### config.mk
export PLATFORM = sky130hd
export DESIGN_NAME = uart_mem_loader_flat
export DESIGN_NICKNAME = d
export VERILOG_FILES = /design/src/rtl/uart_mem_loader_if.sv /design/src/rtl/uart_mem_loader.sv /design/src/flat_wrapper.sv
export SDC_FILE = /design/constraint.sdc
export NUM_CORES = 1
export LEC_CHECK = 0
export CAP_MARGIN = 20
export CELL_PAD_IN_SITES_DETAIL_PLACEMENT = 1
export CELL_PAD_IN_SITES_GLOBAL_PLACEMENT = 2
export CORE_MARGIN = 4
export CORE_UTILIZATION = 28
export CTS_CLUSTER_SIZE = 16
export DETAILED_ROUTE_END_ITERATION = 6
export GPL_ROUTABILITY_DRIVEN = 0
export GPL_TIMING_DRIVEN = 0
export HOLD_SLACK_MARGIN = 0.06
export PLACE_DENSITY_LB_ADDON = 0.25
export SYNTH_ARGS = -nofsm -noshare
export SYNTH_HDL_FRONTEND = slang
export SYNTH_SLANG_ARGS = --single-unit
### constraint.sdc
create_clock -name clk -period 2 [get_ports clk]
set_input_delay 0.4 -clock clk [delete_from_list [all_inputs] [get_ports clk]]
set_output_delay 0.4 -clock clk [all_outputs]
set_load 0.05 [all_outputs]
### src/rtl/uart_mem_loader_if.sv
// uart_mem_loader_if
// Write-only memory bus driven by the UART boot loader.
//   mem_req   : write request, held until granted
//   mem_gnt   : grant, the write completes on mem_req && mem_gnt
//   mem_addr  : word-aligned byte address
//   mem_wdata : write data
//   mem_be    : byte enables, 4'hF while mem_req is high
interface uart_mem_loader_if;
    logic        mem_req;
    logic        mem_gnt;
    logic [31:0] mem_addr;
    logic [31:0] mem_wdata;
    logic [3:0]  mem_be;

    modport master (output mem_req, mem_addr, mem_wdata, mem_be, input mem_gnt);
    modport slave  (input mem_req, mem_addr, mem_wdata, mem_be, output mem_gnt);
endinterface

### src/rtl/uart_mem_loader.sv
// uart_mem_loader
// Receives 8N1 bytes on uart_rx and parses host boot-load frames:
//   0x02 + 4-byte BE address + BURST_WORDS BE 32-bit words -> one bus write per word
//   0x03                                                    -> sets fetch_en
// Ports:
//   clk, reset    : system clock, synchronous active-high reset
//   uart_rx       : serial input, idle high, asynchronous to clk
//   mem           : write bus (master side)
//   fetch_en      : sticky core fetch enable
//   busy          : parser not idle or write pending
//   frame_err     : sticky, stop bit sampled low
//   cmd_err       : sticky, unknown command byte
//   overrun_err   : sticky, word completed while previous write still ungranted
module uart_mem_loader #(
    parameter int CLKS_PER_BIT   = 64,
    parameter int BURST_WORDS    = 4,
    parameter int TIMEOUT_CYCLES = 65536
) (
    input  logic               clk,
    input  logic               reset,
    input  logic               uart_rx,
    uart_mem_loader_if.master  mem,
    output logic               fetch_en,
    output logic               busy,
    output logic               frame_err,
    output logic               cmd_err,
    output logic               overrun_err
);
    localparam int CNT_W = $clog2(CLKS_PER_BIT);
    localparam int WC_W  = $clog2(BURST_WORDS + 1);
    localparam int TO_W  = $clog2(TIMEOUT_CYCLES + 1);

    typedef enum logic [1:0] {RX_IDLE, RX_START, RX_DATA, RX_STOP} rx_state_t;
    typedef enum logic [1:0] {P_IDLE, P_ADDR, P_DATA} p_state_t;

    // ---------------- RX input synchroniser ----------------
    logic r_sync1, r_sync2, r_rx_prev;

    always_ff @(posedge clk) begin
        if (reset) begin
            r_sync1   <= 1'b1;
            r_sync2   <= 1'b1;
            r_rx_prev <= 1'b1;
        end else begin
            r_sync1   <= uart_rx;
            r_sync2   <= r_sync1;
            r_rx_prev <= r_sync2;
        end
    end

    // ---------------- RX FSM ----------------
    rx_state_t        r_rx_state, w_rx_next;
    logic [CNT_W-1:0] r_clk_cnt, w_cnt_tgt;
    logic [2:0]       r_bit_cnt;
    logic [7:0]       r_shift;
    logic             r_stop_wait;   // bad stop bit seen, waiting for line to return high
    logic             w_tick, w_byte_valid, w_frame_set;

    // Start bit is checked at mid-bit, every later sample is one full bit on.
    always_comb begin
        w_cnt_tgt = (r_rx_state == RX_START) ? CNT_W'(CLKS_PER_BIT / 2 - 1)
                                             : CNT_W'(CLKS_PER_BIT - 1);
    end
    assign w_tick = (r_clk_cnt == w_cnt_tgt);

    always_ff @(posedge clk) begin
        if (reset) r_rx_state <= RX_IDLE;
        else       r_rx_state <= w_rx_next;
    end

    always_comb begin
        w_rx_next = r_rx_state;
        case (r_rx_state)
            RX_IDLE:  if (r_rx_prev && !r_sync2) w_rx_next = RX_START;
            RX_START: if (w_tick) w_rx_next = r_sync2 ? RX_IDLE : RX_DATA;
            RX_DATA:  if (w_tick && r_bit_cnt == 3'd7) w_rx_next = RX_STOP;
            RX_STOP: begin
                if (r_stop_wait) begin
                    if (r_sync2) w_rx_next = RX_IDLE;
                end else if (w_tick && r_sync2) begin
                    w_rx_next = RX_IDLE;
                end
            end
            default:  w_rx_next = RX_IDLE;
        endcase
    end

    always_comb begin
        w_byte_valid = (r_rx_state == RX_STOP) && !r_stop_wait && w_tick &&  r_sync2;
        w_frame_set  = (r_rx_state == RX_STOP) && !r_stop_wait && w_tick && !r_sync2;
    end

    always_ff @(posedge clk) begin
        if (reset) begin
            r_clk_cnt   <= '0;
            r_bit_cnt   <= '0;
            r_shift     <= '0;
            r_stop_wait <= 1'b0;
        end else begin
            if (r_rx_state == RX_IDLE || w_rx_next != r_rx_state || w_tick)
                r_clk_cnt <= '0;
            else
                r_clk_cnt <= r_clk_cnt + 1'b1;

            if (r_rx_state == RX_IDLE) begin
                r_bit_cnt <= '0;
            end else if (r_rx_state == RX_DATA && w_tick) begin
                r_bit_cnt <= r_bit_cnt + 1'b1;
                r_shift   <= {r_sync2, r_shift[7:1]};   // LSB first
            end

            if (w_frame_set)               r_stop_wait <= 1'b1;
            else if (w_rx_next == RX_IDLE) r_stop_wait <= 1'b0;
        end
    end

    // ---------------- Frame parser ----------------
    p_state_t        r_p_state, w_p_next;
    logic [1:0]      r_byte_cnt;
    logic [WC_W-1:0] r_word_cnt;
    logic [TO_W-1:0] r_to_cnt;
    logic [31:0]     r_addr, r_word;
    logic            r_mem_req, r_fetch_en, r_frame_err, r_cmd_err, r_overrun_err;
    logic [31:0]     r_mem_addr, r_mem_wdata;
    logic            w_timeout, w_word_done, w_load, w_overrun, w_gnt_now;

    assign w_timeout = (r_to_cnt == TO_W'(TIMEOUT_CYCLES - 1));

    always_ff @(posedge clk) begin
        if (reset) r_p_state <= P_IDLE;
        else       r_p_state <= w_p_next;
    end

    always_comb begin
        w_p_next = r_p_state;
        case (r_p_state)
            P_IDLE: if (w_byte_valid && r_shift == 8'h02) w_p_next = P_ADDR;
            P_ADDR: begin
                if (w_byte_valid) begin
                    if (r_byte_cnt == 2'd3) w_p_next = P_DATA;
                end else if (w_timeout) begin
                    w_p_next = P_IDLE;
                end
            end
            P_DATA: begin
                if (w_byte_valid) begin
                    if (r_byte_cnt == 2'd3 && r_word_cnt == WC_W'(BURST_WORDS - 1))
                        w_p_next = P_IDLE;
                end else if (w_timeout) begin
                    w_p_next = P_IDLE;
                end
            end
            default: w_p_next = P_IDLE;
        endcase
    end

    // A grant in the same cycle as a word completion frees the slot, so the
    // new word loads instead of counting as an overrun.
    always_comb begin
        w_gnt_now   = r_mem_req && mem.mem_gnt;
        w_word_done = (r_p_state == P_DATA) && w_byte_valid && (r_byte_cnt == 2'd3);
        w_load      = w_word_done && (!r_mem_req || w_gnt_now);
        w_overrun   = w_word_done && r_mem_req && !w_gnt_now;
    end

    always_ff @(posedge clk) begin
        if (reset) begin
            r_byte_cnt    <= '0;
            r_word_cnt    <= '0;
            r_to_cnt      <= '0;
            r_addr        <= '0;
            r_word        <= '0;
            r_mem_req     <= 1'b0;
            r_mem_addr    <= '0;
            r_mem_wdata   <= '0;
            r_fetch_en    <= 1'b0;
            r_frame_err   <= 1'b0;
            r_cmd_err     <= 1'b0;
            r_overrun_err <= 1'b0;
        end else begin
            if (w_byte_valid || r_p_state == P_IDLE) r_to_cnt <= '0;
            else                                     r_to_cnt <= r_to_cnt + 1'b1;

            if (r_p_state == P_IDLE)  r_byte_cnt <= '0;
            else if (w_byte_valid)    r_byte_cnt <= r_byte_cnt + 1'b1;

            if (r_p_state == P_ADDR)  r_word_cnt <= '0;
            else if (w_word_done)     r_word_cnt <= r_word_cnt + 1'b1;

            if (r_p_state == P_ADDR && w_byte_valid) begin
                if (r_byte_cnt == 2'd3) r_addr <= {r_addr[23:0], r_shift[7:2], 2'b00};
                else                    r_addr <= {r_addr[23:0], r_shift};
            end else if (w_word_done) begin
                r_addr <= r_addr + 32'd4;
            end

            if (r_p_state == P_DATA && w_byte_valid) r_word <= {r_word[23:0], r_shift};

            if (w_load) begin
                r_mem_req   <= 1'b1;
                r_mem_addr  <= r_addr;
                r_mem_wdata <= {r_word[23:0], r_shift};
            end else if (w_gnt_now) begin
                r_mem_req   <= 1'b0;
            end

            if (r_p_state == P_IDLE && w_byte_valid) begin
                if (r_shift == 8'h03)      r_fetch_en <= 1'b1;
                else if (r_shift != 8'h02) r_cmd_err  <= 1'b1;
            end
            if (w_frame_set) r_frame_err   <= 1'b1;
            if (w_overrun)   r_overrun_err <= 1'b1;
        end
    end

    assign mem.mem_req   = r_mem_req;
    assign mem.mem_addr  = r_mem_addr;
    assign mem.mem_wdata = r_mem_wdata;
    assign mem.mem_be    = r_mem_req ? 4'hF : 4'h0;
    assign fetch_en      = r_fetch_en;
    assign busy          = (r_p_state != P_IDLE) || r_mem_req;
    assign frame_err     = r_frame_err;
    assign cmd_err       = r_cmd_err;
    assign overrun_err   = r_overrun_err;
endmodule

### src/flat_wrapper.sv
// flat-port wrapper written by rule: the top's interface ports become plain ports
module uart_mem_loader_flat 
#(
    parameter int CLKS_PER_BIT   = 64,
    parameter int BURST_WORDS    = 4,
    parameter int TIMEOUT_CYCLES = 65536
)
  (clk, reset, uart_rx, fetch_en, busy, frame_err, cmd_err, overrun_err, mem_mem_req, mem_mem_addr, mem_mem_wdata, mem_mem_be, mem_mem_gnt);
  uart_mem_loader_if mem_i ();
  input  logic clk;
  input  logic reset;
  input  logic uart_rx;
  output logic fetch_en;
  output logic busy;
  output logic frame_err;
  output logic cmd_err;
  output logic overrun_err;
  output wire logic [$bits(mem_i.mem_req)-1:0] mem_mem_req;
  output wire logic [$bits(mem_i.mem_addr)-1:0] mem_mem_addr;
  output wire logic [$bits(mem_i.mem_wdata)-1:0] mem_mem_wdata;
  output wire logic [$bits(mem_i.mem_be)-1:0] mem_mem_be;
  input wire logic [$bits(mem_i.mem_gnt)-1:0] mem_mem_gnt;
  assign mem_mem_req = mem_i.mem_req;
  assign mem_mem_addr = mem_i.mem_addr;
  assign mem_mem_wdata = mem_i.mem_wdata;
  assign mem_mem_be = mem_i.mem_be;
  assign mem_i.mem_gnt = mem_mem_gnt;
  uart_mem_loader #(.CLKS_PER_BIT(CLKS_PER_BIT), .BURST_WORDS(BURST_WORDS), .TIMEOUT_CYCLES(TIMEOUT_CYCLES)) u_core (.clk(clk), .reset(reset), .uart_rx(uart_rx), .mem(mem_i), .fetch_en(fetch_en), .busy(busy), .frame_err(frame_err), .cmd_err(cmd_err), .overrun_err(overrun_err));
endmodule
# After elaboration in Yosys (flattened, before gate mapping)
# Index checks and enable logic that the tools add are counted.
# op_classes
n_reduce_logical	43
n_mux	24
eq_ne	17
n_bitwise	2
addsub	6
# ops
cell	count
two-way mux 32 bit	2
adder 32 x 3 -> 32 bit (second input constant)	1
two-way mux 2 bit	14
logical AND 1 bit	18
adder 17 x 1 -> 17 bit (second input constant)	1
equality test 17 x 16 -> 1 bit (second input constant)	1
equality test 8 x 2 -> 1 bit (second input constant)	2
OR reduction 2 bit	5
equality test 2 bit (second input constant)	4
inequality test 8 x 2 -> 1 bit (second input constant)	1
one-hot mux 2 bit (4 select lines)	1
nonzero test 2 bit	4
adder 3 x 1 -> 3 bit (second input constant)	2
adder 6 x 1 -> 6 bit (second input constant)	1
equality test 6 bit	1
zero test 2 bit	3
two-way mux 6 bit	1
inequality test 3 bit (second input constant)	2
one-hot mux 2 bit (3 select lines)	1
AND reduction 3 bit	2
logical OR 1 bit	5
equality test 2 x 1 -> 1 bit (second input constant)	2
zero test 1 bit	4
two-way mux 1 bit	4
8 further kinds	10
# totals
regBits	172
wordCells	113
output_inout_bits	74
inputBits	4

# Depth between registers and ports, before layout
# Gate-level depths: netlist (run 1).
# depth
depth_word	11
ltp_mapped	9
mapped_depth_nobuf	9

# Least setup slack after synthesis (run 1)
# Ideal clock, no wire load.
# synth_path
kind	register to register
from	register u_core.r_byte_cnt[0]
to	register u_core.r_addr[28]
setup_slack_ps	-21
path_stages_with_launch	9
synth_period_minus_slack_ps	2021
setup_time_ps	74
required_ps	1926
n_path_buf	2
arrival_time_ps	1947
cell_sequence	dfxtp_1 ha_1 and3b_1 buf_4 nand2_4 or4_1 buf_2 or3_1 a31oi_1
# synth_between
elab_chain_cells	3
# synth_lines
element	line_no	rtl
from (decl)	uart_mem_loader.sv:119	logic [1:0] r_byte_cnt;
from (signal assigned)	uart_mem_loader.sv:185	else if (w_byte_valid) r_byte_cnt <= r_byte_cnt + 1'b1;
equality test 2 bit	uart_mem_loader.sv:161	w_word_done = (r_p_state == P_DATA) && w_byte_valid && (r_byte_cnt == 2'd3);
logical AND 1 bit	uart_mem_loader.sv:161	
nonzero test 2 bit (no line)	-	
to (signal assigned)	uart_mem_loader.sv:191	if (r_byte_cnt == 2'd3) r_addr <= {r_addr[23:0], r_shift[7:2], 2'b00};
to (signal assigned)	uart_mem_loader.sv:192	else r_addr <= {r_addr[23:0], r_shift};
to (signal assigned)	uart_mem_loader.sv:194	r_addr <= r_addr + 32'd4;
to (decl)	uart_mem_loader.sv:122	logic [31:0] r_addr, r_word;
# No other way between the ends.
# A chain may end at the register's enable or synchronous reset.

# Worst setup path after layout (run 1)
# layout_path
from	register u_core.r_addr[8]
to	register u_core.r_addr[31]
# layout_between
elab_chain_cells	3
# layout_lines
element	line_no	rtl
adder 32 x 3 -> 32 bit	uart_mem_loader.sv:194	
two-way mux 32 bit	uart_mem_loader.sv:193	end else if (w_word_done) begin
two-way mux 32 bit	uart_mem_loader.sv:190	if (r_p_state == P_ADDR && w_byte_valid) begin
# No other way between the ends. The select of a mux whose other input is x is not followed.

==> results of run 1 <==
[registers in the layout (all words and copies together), names as in the netlist, 2 cells and up]
name and cells:
u_core.r_to_cnt 17, u_core.r_word_cnt 3, u_core.mem.mem_addr 32, u_core.r_clk_cnt 6, u_core.r_rx_state 2, u_core.mem.mem_wdata 32, u_core.r_word 24, u_core.r_p_state 2
u_core.r_bit_cnt 3, u_core.r_addr 32, u_core.r_shift 8, u_core.r_byte_cnt 2
[stage by stage]
| step | setup TNS [ns] | hold slack [ns] | instance area (µm²) | setup WS, ns |
|---|---|---|---|---|
| after floorplan | 0 | 0.389 | 7380 | 0.000493 |
| after detailed placement | -115.83 | 0.403 | 8570 | -1.15 |
| final | -0.0273 | 0.413 | 10100 | -0.0273 |
| after global routing | -0.235 | 0.437 | 10100 | -0.0786 |
| after global placement | -110.36 | 0.394 | 8570 | -1.10 |
| after CTS | -0.0257 | 0.419 | 9700 | -0.0257 |
[cell families after synthesis]
group	synth area share
and+or+nand+nor	0.266
AOI/OAI and AO/OA	0.150
DFF	0.467
buffers and inverters	0.0473
xor gates and xnor gates	0.0365
muxes	0.0176
adders and majority gates	0.0153
[cell type report]
class	count	area share
multi-input cells	649	0.379
flip-flops and latches	172	0.347
repair buffers	133	0.126
plain buffers	63	0.0433
clock buffers	17	0.0423
well taps	335	0.0417
clock inverters	15	0.0177
inverters	11	0.00411
[critical path, delay by kind of cell (launching register included)]
kind	cells	cell delay, ns
and+or+nand+nor	3	0.94
buffers and inverters	2	0.36
DFF	1	0.33
muxes	1	0.20
AOI/OAI and AO/OA	1	0.08
[layer usage]
layer  GRT usage  up-vias
met1       0.247     3435
met5           0        -
li1            -     3435
met2       0.292      155
met4      0.0576        0
met3      0.0304       41
[synthesized netlist by cell type (all sizes together) (14+ instances only)]
master	instances
xnor2	15
dfxtp	172
nand2	213
nand3	34
nor2	59
nor4	14
clkbuf	43
xor2	14
a22oi	15
nand4	23
buf	25
a21oi	120
[power breakdown]
part	leakage (nW)	total (mW)	switching [mW]	internal, mW
clock	0.289	3.50	1.61	1.89
sequential	1.40	3.44	0.0114	3.43
combinational	2.65	0.269	0.178	0.0903
total	4.34	7.20	1.80	5.41
[timing repair]
action,CTS,global route
pin swaps,16,20
hold buffers,0,0
gates cloned,0,0
resized for setup,137,107
endpoints found under the setup margin,193,170
setup buffers,35,21
[final timing paths]
| kind | from | to | slack, ns |
|---|---|---|---|
| setup / recovery | u_core.r_addr[8]$_SDFFE_PP0P_ | u_core.r_addr[31]$_SDFFE_PP0P_ | -0.03 |
| hold / removal | u_core.r_sync1$_SDFF_PP1_ | u_core.r_sync2$_SDFF_PP1_ | 0.41 |
| setup reg to reg | u_core.r_addr[8]$_SDFFE_PP0P_ | u_core.r_addr[31]$_SDFFE_PP0P_ | -0.03 |
| hold reg to reg | u_core.r_sync1$_SDFF_PP1_ | u_core.r_sync2$_SDFF_PP1_ | 0.41 |
==> flow_summary.ini, run 1 <==
[critical_path]
cp.arrival_ns = 2.34
cp_max_fo = 7
endpoint_kind = flip-flop
cp_slowest_cell = or4_4
crit_required_ns = 2.31
rr_worst_depth = 7
cp-start-kind = flip-flop
path_cells = buf_6 > nand4_1 > buf_4 > or4_4 > nor3_4 > mux2i_1 > a21oi_1
critPathKind = flip-flop to flip-flop
critical-path-max-stage-delay_ns = 0.49

[detailed_routing]
drt_wl_total_mm = 26.0
drtIter0Drc = 406
highest_layer = met4
via_per_inst = 5.07
vias = 7066
route.met3.wl_mm = 1.05
drc_errors = 0
first_pass_iters = 5
antenna_left = 0
met2_length_mm = 12.3
wl_per_cell_um = 18.6
drt-met1-wl_mm = 12.0

[layout]
utilization = 0.387
multiInputGateArea_um2 = 3810
fillCellCount = 3070
final_common_cell = nand2_1
n_antenna_cell = 0
drive_above_1_share = 0.199
regArea_um2 = 3490
nNetsFinal = 1060
stdcell_count = 1395
final_cell_mix = nand2_1 (210), dfxtp_1 (150), a21oi_1 (117)
area_delta_synth_final_pct = 36.3

[global_routing]
grt_pass1_wl_mm = 41.1
track_usage = 0.181
grt_overflow = 0
grt_max_degree = 18
grt_pass1_vias = 7178
antenna_found_initial = 0

[clock_network]
cts_root_buf = clkbuf_16
cts_buffers = 17
clock_sinks = 172
htree_levels = 4
clkSlewWorstSetupHoldPaths_ns = 0.07
clock_latency_ns = 0.44
clk_path_buf_depth = 2
cts_tree = yes

[timing]
fin_ws_ns = -0.0273
min_period_ns = 2.03
fin_crit_sh = 1.01
setup_viol_count_final = 1
slew_violations = 0
fmax_mhz = 493
tightestPinTransition_ns = 0.589
relSlewSlack = 0.607
rsz0062_at_grt = true
hold_viol = 0
clock-skew-final_ns = 0.00970

[floorplan]
die_h_um = 170
rows = 59
start_util = 0.284
fp.coreArea_um2 = 26000
die_w_um = 170
die_area_um2 = 29000
num_io_pins = 78

[logic_synthesis]
async_flop_share = 0
ys_top_cells_by_area = dfxtp_1 (47%), nand2_1 (11%), a21oi_1 (8.1%)
synth-main-ff-cell = dfxtp_1
ys_seq_elements = 172
yosysWarnings = 0
yosysSeqAreaShare = 0.467
synth_nets = 913
synth_area_leader_cell = dfxtp_1
synth_top_area_frac = 0.467
synth_area_per_cell_um2 = 8.19
synth-edff-count = 0
syn_inst = 900
synth.distinct_cells = 61
synth_area_um2 = 7370

[hold_path]
hold-path-cell-count = 1
hold_class = flip-flop to flip-flop

[run_status]
violations = setup timing
status = finished, violations left

[flow_run]
cap_viol_max_count = 0

[power]
p_leak_nw = 4.34
ir_drop_uv = 420
p_total_mw = 7.20
p_per_area_nw_per_um2 = 716

[placed_design]
dp_hpwl_mm = 17.5
port_buffers = 77
dp.cells = 1312
Power figures use the tool's default switching activity.
==> run 2: changes to the inputs <==
- SLEW_MARGIN: unset -> 15
==> results of run 2 <==
Final layout, timing and power as in run 1 (identical DEF).
